$ cat src/rtl/kypd_pkg.sv
// Shared definitions for the keypad scanner: FSM encoding, key map and default timing.
package kypd_pkg;

  typedef enum logic [1:0] {
    S_DRIVE  = 2'd0,
    S_SAMPLE = 2'd1,
    S_EVAL   = 2'd2
  } scan_state_e;

  localparam int unsigned COL_DWELL_DEF      = 100000;
  localparam int unsigned DEBOUNCE_SCANS_DEF = 4;

  // Indexed by col*4 + row, the same layout as the scan snapshot.
  localparam logic [3:0] KEY_MAP [16] = '{
    4'h1, 4'h4, 4'h7, 4'h0,
    4'h2, 4'h5, 4'h8, 4'hF,
    4'h3, 4'h6, 4'h9, 4'hE,
    4'hA, 4'hB, 4'hC, 4'hD
  };

  function automatic logic key_single(input logic [15:0] v);
    return (v != 16'h0000) && ((v & (v - 16'd1)) == 16'h0000);
  endfunction

  function automatic logic [3:0] key_of(input logic [15:0] v);
    logic [3:0] code;
    code = 4'h0;
    for (int i = 0; i < 16; i++) begin
      if (v[i]) code = KEY_MAP[i];
    end
    return code;
  endfunction

endpackage

$ cat src/rtl/kypd_fifo.sv
// Key event storage: DEPTH-entry queue with pop-on-ack handshake and sticky overrun flag.
module kypd_fifo #(
  parameter int unsigned DEPTH = 1
) (
  input  logic       clk,
  input  logic       rst_n,
  input  logic       push,
  input  logic [3:0] push_data,
  input  logic       ack,
  output logic [3:0] data,
  output logic       valid,
  output logic       overrun
);

  localparam int unsigned PTR_W = (DEPTH > 1) ? $clog2(DEPTH) : 1;
  localparam int unsigned CNT_W = $clog2(DEPTH + 1);
  localparam logic [PTR_W-1:0] PTR_LAST = PTR_W'(DEPTH - 1);
  localparam logic [CNT_W-1:0] CNT_FULL = CNT_W'(DEPTH);

  logic [3:0]       mem [DEPTH];
  logic [PTR_W-1:0] rd_ptr, wr_ptr;
  logic [CNT_W-1:0] count;
  logic             pop, wr_en, drop;

  // A pop frees a slot in the same cycle, so push-while-full-with-pop is accepted.
  always_comb begin
    pop   = ack && (count != '0);
    wr_en = push && ((count != CNT_FULL) || pop);
    drop  = push && (count == CNT_FULL) && !pop;
  end

  always_ff @(posedge clk) begin
    if (wr_en) mem[wr_ptr] <= push_data;
  end

  always_ff @(posedge clk) begin
    if (!rst_n) begin
      rd_ptr  <= '0;
      wr_ptr  <= '0;
      count   <= '0;
      overrun <= 1'b0;
    end else begin
      if (wr_en) wr_ptr <= (wr_ptr == PTR_LAST) ? '0 : wr_ptr + 1'b1;
      if (pop)   rd_ptr <= (rd_ptr == PTR_LAST) ? '0 : rd_ptr + 1'b1;
      if (wr_en && !pop)      count <= count + 1'b1;
      else if (!wr_en && pop) count <= count - 1'b1;
      if (drop)     overrun <= 1'b1;
      else if (ack) overrun <= 1'b0;
    end
  end

  always_comb begin
    valid = (count != '0);
    data  = valid ? mem[rd_ptr] : 4'h0;
  end

endmodule

$ cat src/rtl/kypd_scanner.sv
// 4x4 keypad scanner with frame debounce and single-key press events.
// Define KYPD_FIFO_EN for a 4-entry event FIFO; default is a single holding register.
module kypd_scanner
  import kypd_pkg::*;
#(
  parameter int unsigned COL_DWELL      = COL_DWELL_DEF,
  parameter int unsigned DEBOUNCE_SCANS = DEBOUNCE_SCANS_DEF
) (
  input  logic       OSC_100MHz,
  input  logic       RST,
  output logic [3:0] KYPD_COL,
  input  logic [3:0] KYPD_ROW,
  output logic [3:0] key_code,
  output logic       key_valid,
  input  logic       read_key_ack,
  output logic       overrun
);

`ifdef KYPD_FIFO_EN
  localparam int unsigned FIFO_DEPTH = 4;
`else
  localparam int unsigned FIFO_DEPTH = 1;
`endif

  localparam int unsigned DWELL_W = $clog2(COL_DWELL);
  localparam int unsigned CNT_W   = $clog2(DEBOUNCE_SCANS) + 1;
  localparam logic [DWELL_W-1:0] DWELL_LAST = DWELL_W'(COL_DWELL - 1);
  localparam logic [CNT_W-1:0]   CNT_MAX    = CNT_W'(DEBOUNCE_SCANS - 1);

  scan_state_e        state;
  logic [1:0]         col;
  logic [DWELL_W-1:0] dwell;
  logic [3:0]         col_drive;
  logic [3:0]         row_meta, row_sync;
  logic [15:0]        snapshot, prev_frame, debounced;
  logic [CNT_W-1:0]   stable_cnt, stable_nxt;
  logic               frame_eq, take, press;
  logic               push;
  logic [3:0]         push_code;

  always_comb begin
    frame_eq   = (snapshot == prev_frame);
    stable_nxt = '0;
    if (frame_eq) stable_nxt = (stable_cnt == CNT_MAX) ? stable_cnt : stable_cnt + 1'b1;
    take  = frame_eq && (stable_nxt == CNT_MAX);
    // Only a zero-to-one-key transition of the debounced state is a press.
    press = take && (debounced == 16'h0000) && key_single(snapshot);
  end

  always_ff @(posedge OSC_100MHz) begin
    if (!RST) begin
      state      <= S_DRIVE;
      col        <= 2'd0;
      dwell      <= '0;
      col_drive  <= 4'b1110;
      row_meta   <= 4'hF;
      row_sync   <= 4'hF;
      snapshot   <= '0;
      prev_frame <= '0;
      debounced  <= '0;
      stable_cnt <= '0;
      push       <= 1'b0;
      push_code  <= 4'h0;
    end else begin
      row_meta <= KYPD_ROW;
      row_sync <= row_meta;
      push     <= 1'b0;
      unique case (state)
        S_DRIVE: begin
          if (dwell == DWELL_LAST) begin
            dwell <= '0;
            state <= S_SAMPLE;
          end else begin
            dwell <= dwell + 1'b1;
          end
        end
        S_SAMPLE: begin
          snapshot[{col, 2'b00} +: 4] <= ~row_sync;
          if (col == 2'd3) begin
            state <= S_EVAL;
          end else begin
            col       <= col + 2'd1;
            col_drive <= ~(4'b0001 << (col + 2'd1));
            state     <= S_DRIVE;
          end
        end
        S_EVAL: begin
          stable_cnt <= stable_nxt;
          prev_frame <= snapshot;
          if (take) debounced <= snapshot;
          push      <= press;
          push_code <= key_of(snapshot);
          col       <= 2'd0;
          col_drive <= 4'b1110;
          state     <= S_DRIVE;
        end
        default: state <= S_DRIVE;
      endcase
    end
  end

  assign KYPD_COL = col_drive;

  kypd_fifo #(
    .DEPTH(FIFO_DEPTH)
  ) u_fifo (
    .clk      (OSC_100MHz),
    .rst_n    (RST),
    .push     (push),
    .push_data(push_code),
    .ack      (read_key_ack),
    .data     (key_code),
    .valid    (key_valid),
    .overrun  (overrun)
  );

endmodule

$ cat config.mk
export PLATFORM = sky130hd
export DESIGN_NAME = kypd_scanner
export DESIGN_NICKNAME = d
export VERILOG_FILES = /design/src/rtl/kypd_pkg.sv /design/src/rtl/kypd_fifo.sv /design/src/rtl/kypd_scanner.sv
export SDC_FILE = /design/constraint.sdc
export NUM_CORES = 1
export LEC_CHECK = 0
export CAP_MARGIN = 30
export CORE_AREA = 2 2 105 82
export CTS_CLUSTER_SIZE = 14
export DETAILED_ROUTE_END_ITERATION = 10
export DIE_AREA = 0 0 107 84
export PLACE_DENSITY = 0.72
export SYNTH_ARGS = -nofsm -noshare
export SYNTH_HDL_FRONTEND = slang
export SYNTH_SLANG_ARGS = --single-unit
$ cat constraint.sdc
create_clock -name OSC_100MHz -period 2.6 [get_ports OSC_100MHz]
set_clock_uncertainty 0.1 [all_clocks]
set_input_delay 0.52 -clock OSC_100MHz [delete_from_list [all_inputs] [get_ports OSC_100MHz]]
set_output_delay 0.52 -clock OSC_100MHz [all_outputs]
set_load 0.05 [all_outputs]
==> out/metrics.cfg, run 1 <==
[status]
outcome=completed

[floorplan]
initial_core_util_pct=52.9
pin_count=17
dieArea_mm2=0.00899
die_y_um=84
num_rows=29
core_mm2=0.00809
die_w_um=107

[grt]
antenna_found_initial=0
grt_use_total_pct=22.4
grt_pass1_vias=3285
grt_max_degree=32
grt-ovfl-total=0
grt_pass1_wl_um=15900

[timing]
hold_violations=0
drv_slew=0
rsz0062_at_grt=false
fin_crit_ns=2.35
slew_headroom_pct=61.2
finalWorstSetupSlack_ns=0.249
timing.final.crit_share_pct=90.4
setup_viol=0
tightest_slew_ns=0.575
clock.fmax_mhz=425
fin_setup_tns_ns=0

[pwr]
power_switching_w=0.000538
seq_power_share_pct=61.7
power_frac_clock_pct=35.9
vdd_drop_max_mv=0.344
leakage_nw=1.69
p_sw_share_pct=22.4
power_w=0.00240
power_density_mw_per_mm2=506
intPower_w=0.00186
pwr-share-comb_pct=2.5

[cts]
clk_path_buf_depth=2
cts_num_sinks=95
cts-root-buf=clkbuf_8
h-tree-depth=3
postCtsHoldBufs=0
tritoncts=done
cts.reportedPaths.clkPinSlew_ns=0.09
postCtsSetupRepairBufs=0
cts_buffers=9
clock_latency_ns=0.36
postCtsResizedCells=0

[critical_path]
endpoint_kind=primary output
crit_type=reg -> out
worst-path-max-fanout=8
cp-start-kind=flop
required_ns=1.98
arrival_ns=1.73

[logic_synthesis]
syn-mean-instance-area_um2=8.33
synth_edf_count=4
synth.distinct_cells=48
synth-main-ff-cell=dfxtp_1
synth_seq_area_share_pct=45.3
synth_cells=514
ys_seq_elements=95
syn_nets=528
ys_warn_count=0
async_flop_share_pct=0
netlist_area_mm2=0.00428

[final_layout]
utilization_pct=58.6
final_cells=637
nNetsFinal=539
synthToLayoutAreaGrowth_pct=10.7
drive_above_1_share_pct=8.13
fill_cells=740
multi_input_area_mm2=0.00214
antenna_cells=0
final-seq-area_mm2=0.00194

[drt]
firstDrtPassIters=4
drt_iter0_markers=263
avgRoutedWirePerCell_um=15.2
drc=0
postRouteAntennaNets=0
num_vias=3651
wirelength_um=9690
via_per_inst=5.73

[placed_design]
pre_cts_slack_ns=0.479
place_inst=622
port_buffers=16
dpl.hpwl_um=6840
gp_congestion=0.905

[job]
maxCapViolations=0

[min_path]
min_path_type=reg -> reg

worst paths after layout:
check             slack [ns]       endpoint  depth (start not counted)    startpoint
hold / removal          0.31    row_sync[1]                          1   row_meta[1]
setup reg to reg        0.42  debounced[12]                          7  snapshot[15]
setup / recovery        0.25    key_code[2]                          2  u_fifo.valid
hold reg to reg         0.31    row_sync[1]                          1   row_meta[1]
stage by stage:
| step | hold slack (ns) | instance area [um^2] |
|---|---|---|
| floorplan | 0.286 | 4280 |
| global placement | 0.292 | 4580 |
| detailed placement | 0.295 | 4580 |
| CTS | 0.315 | 4740 |
| global route | 0.327 | 4740 |
| finish | 0.312 | 4740 |
flip-flops by register name, summed over array words and instances (netlist names):
signal	count
stable_cnt	3
push_code	4
row_sync	4
row_meta	4
u_fifo.valid	1
prev_frame	16
u_fifo.mem	4
push	1
debounced	16
state	2
KYPD_COL	4
snapshot	16
col	2
u_fifo.overrun	1
dwell	17
routing by layer:
layer | global-route usage [%] | wire, um | up-vias
met5 | 0 | 0 | -
met2 | 34.1 | 4350 | 112
li1 | - | - | 1795
met4 | 8.62 | 192 | 0
met1 | 31.3 | 4600 | 1726
met3 | 4.53 | 551 | 18
cell usage after synthesis, drive strengths merged (8+ instances only):
cell type,count,area share [%]
inv,11,0.96
xor2,9,1.8
xnor2,21,4.3
nor3,8,0.93
nor4,9,1.7
o21ai,32,3.7
a2bb2oi,12,2.5
nor2,59,5.2
buf,18,2.1
clkbuf,20,1.8
nand4,13,1.9
nand2,68,6.0
a21oi,40,4.8
dfxtp,91,43
nand2b,12,1.8
and2,10,1.5
nand3,22,2.7
critical path, stage by stage, from the launching register on:
cell             delay [ns]
dfxtp_1                0.43
and2_1                 0.15
clkdlybuf4s50_1        0.80
cells by family after synthesis:
logic type / Yosys count / share of synthesized area (%)
XOR/XNOR: 30 / 6.13
AO/OA/AOI/OAI: 108 / 15.7
adder cells (fa/ha/maj): 8 / 2.28
flip-flops: 95 / 45.3
AND/OR/NAND/NOR: 223 / 25.6
buffers and inverters: 49 / 4.82
multiplexers: 1 / 0.234
layout make-up:
class	instances	share of cell area, %
clock inverters	4	0.449
well taps	108	2.85
clock buffers	11	2.98
multi-input cells	370	45.0
inverters	11	0.871
repair buffers	38	6.86
flip-flops and latches	95	40.9
layout by cell type, fill, tap and decap left out, types with 3 or more instances in the layout:
cell / synthesis / layout
nand3_1: 21 / 21
o21ai_0: 24 / 24
edfxtp_1: 4 / 4
nor3_1: 8 / 8
a2bb2oi_1: 12 / 12
nor2_1: 58 / 58
o21ai_1: 8 / 8
or4b_1: 4 / 4
nor4_1: 8 / 8
and3_1: 3 / 3
xnor2_1: 21 / 21
or3_1: 3 / 3
o22ai_1: 6 / 6
a21oi_1: 39 / 39
clkdlybuf4s50_1: 0 / 16
dfxtp_1: 91 / 91
xor2_1: 9 / 9
o31ai_1: 7 / 7
nand2b_1: 12 / 12
ha_1: 7 / 7
or4_1: 3 / 3
inv_1: 11 / 11
nand4_1: 13 / 13
nand2_1: 68 / 68
and2_1: 10 / 10
clkbuf_8: 0 / 10
nor2b_1: 4 / 4
buf_4: 2 / 22
clkinv_2: 0 / 3
power by group through the flow:
stage | clock [W] | combinational (W) | sequential, W
floorplan | 0 | 0.0000399 | 0.00151
finish | 0.000861 | 0.0000595 | 0.00148
global route | 0.000931 | 0.0000656 | 0.00148
CTS | 0.000881 | 0.0000595 | 0.00148
detailed placement | 0 | 0.0000593 | 0.00151
global placement | 0 | 0.0000590 | 0.00151
Note: power is estimated with default switching activity, not from simulation.
==> run 2, diff against run 1 <==
- SLEW_MARGIN: default -> 0
==> results of run 2 <==
No change in the layout: final DEF, timing and power equal those of run 1.
==> run 3, diff against run 2 <==
- HOLD_SLACK_MARGIN: default -> 0.02
==> results of run 3 <==
No change in the layout: final DEF, timing and power equal those of run 1.
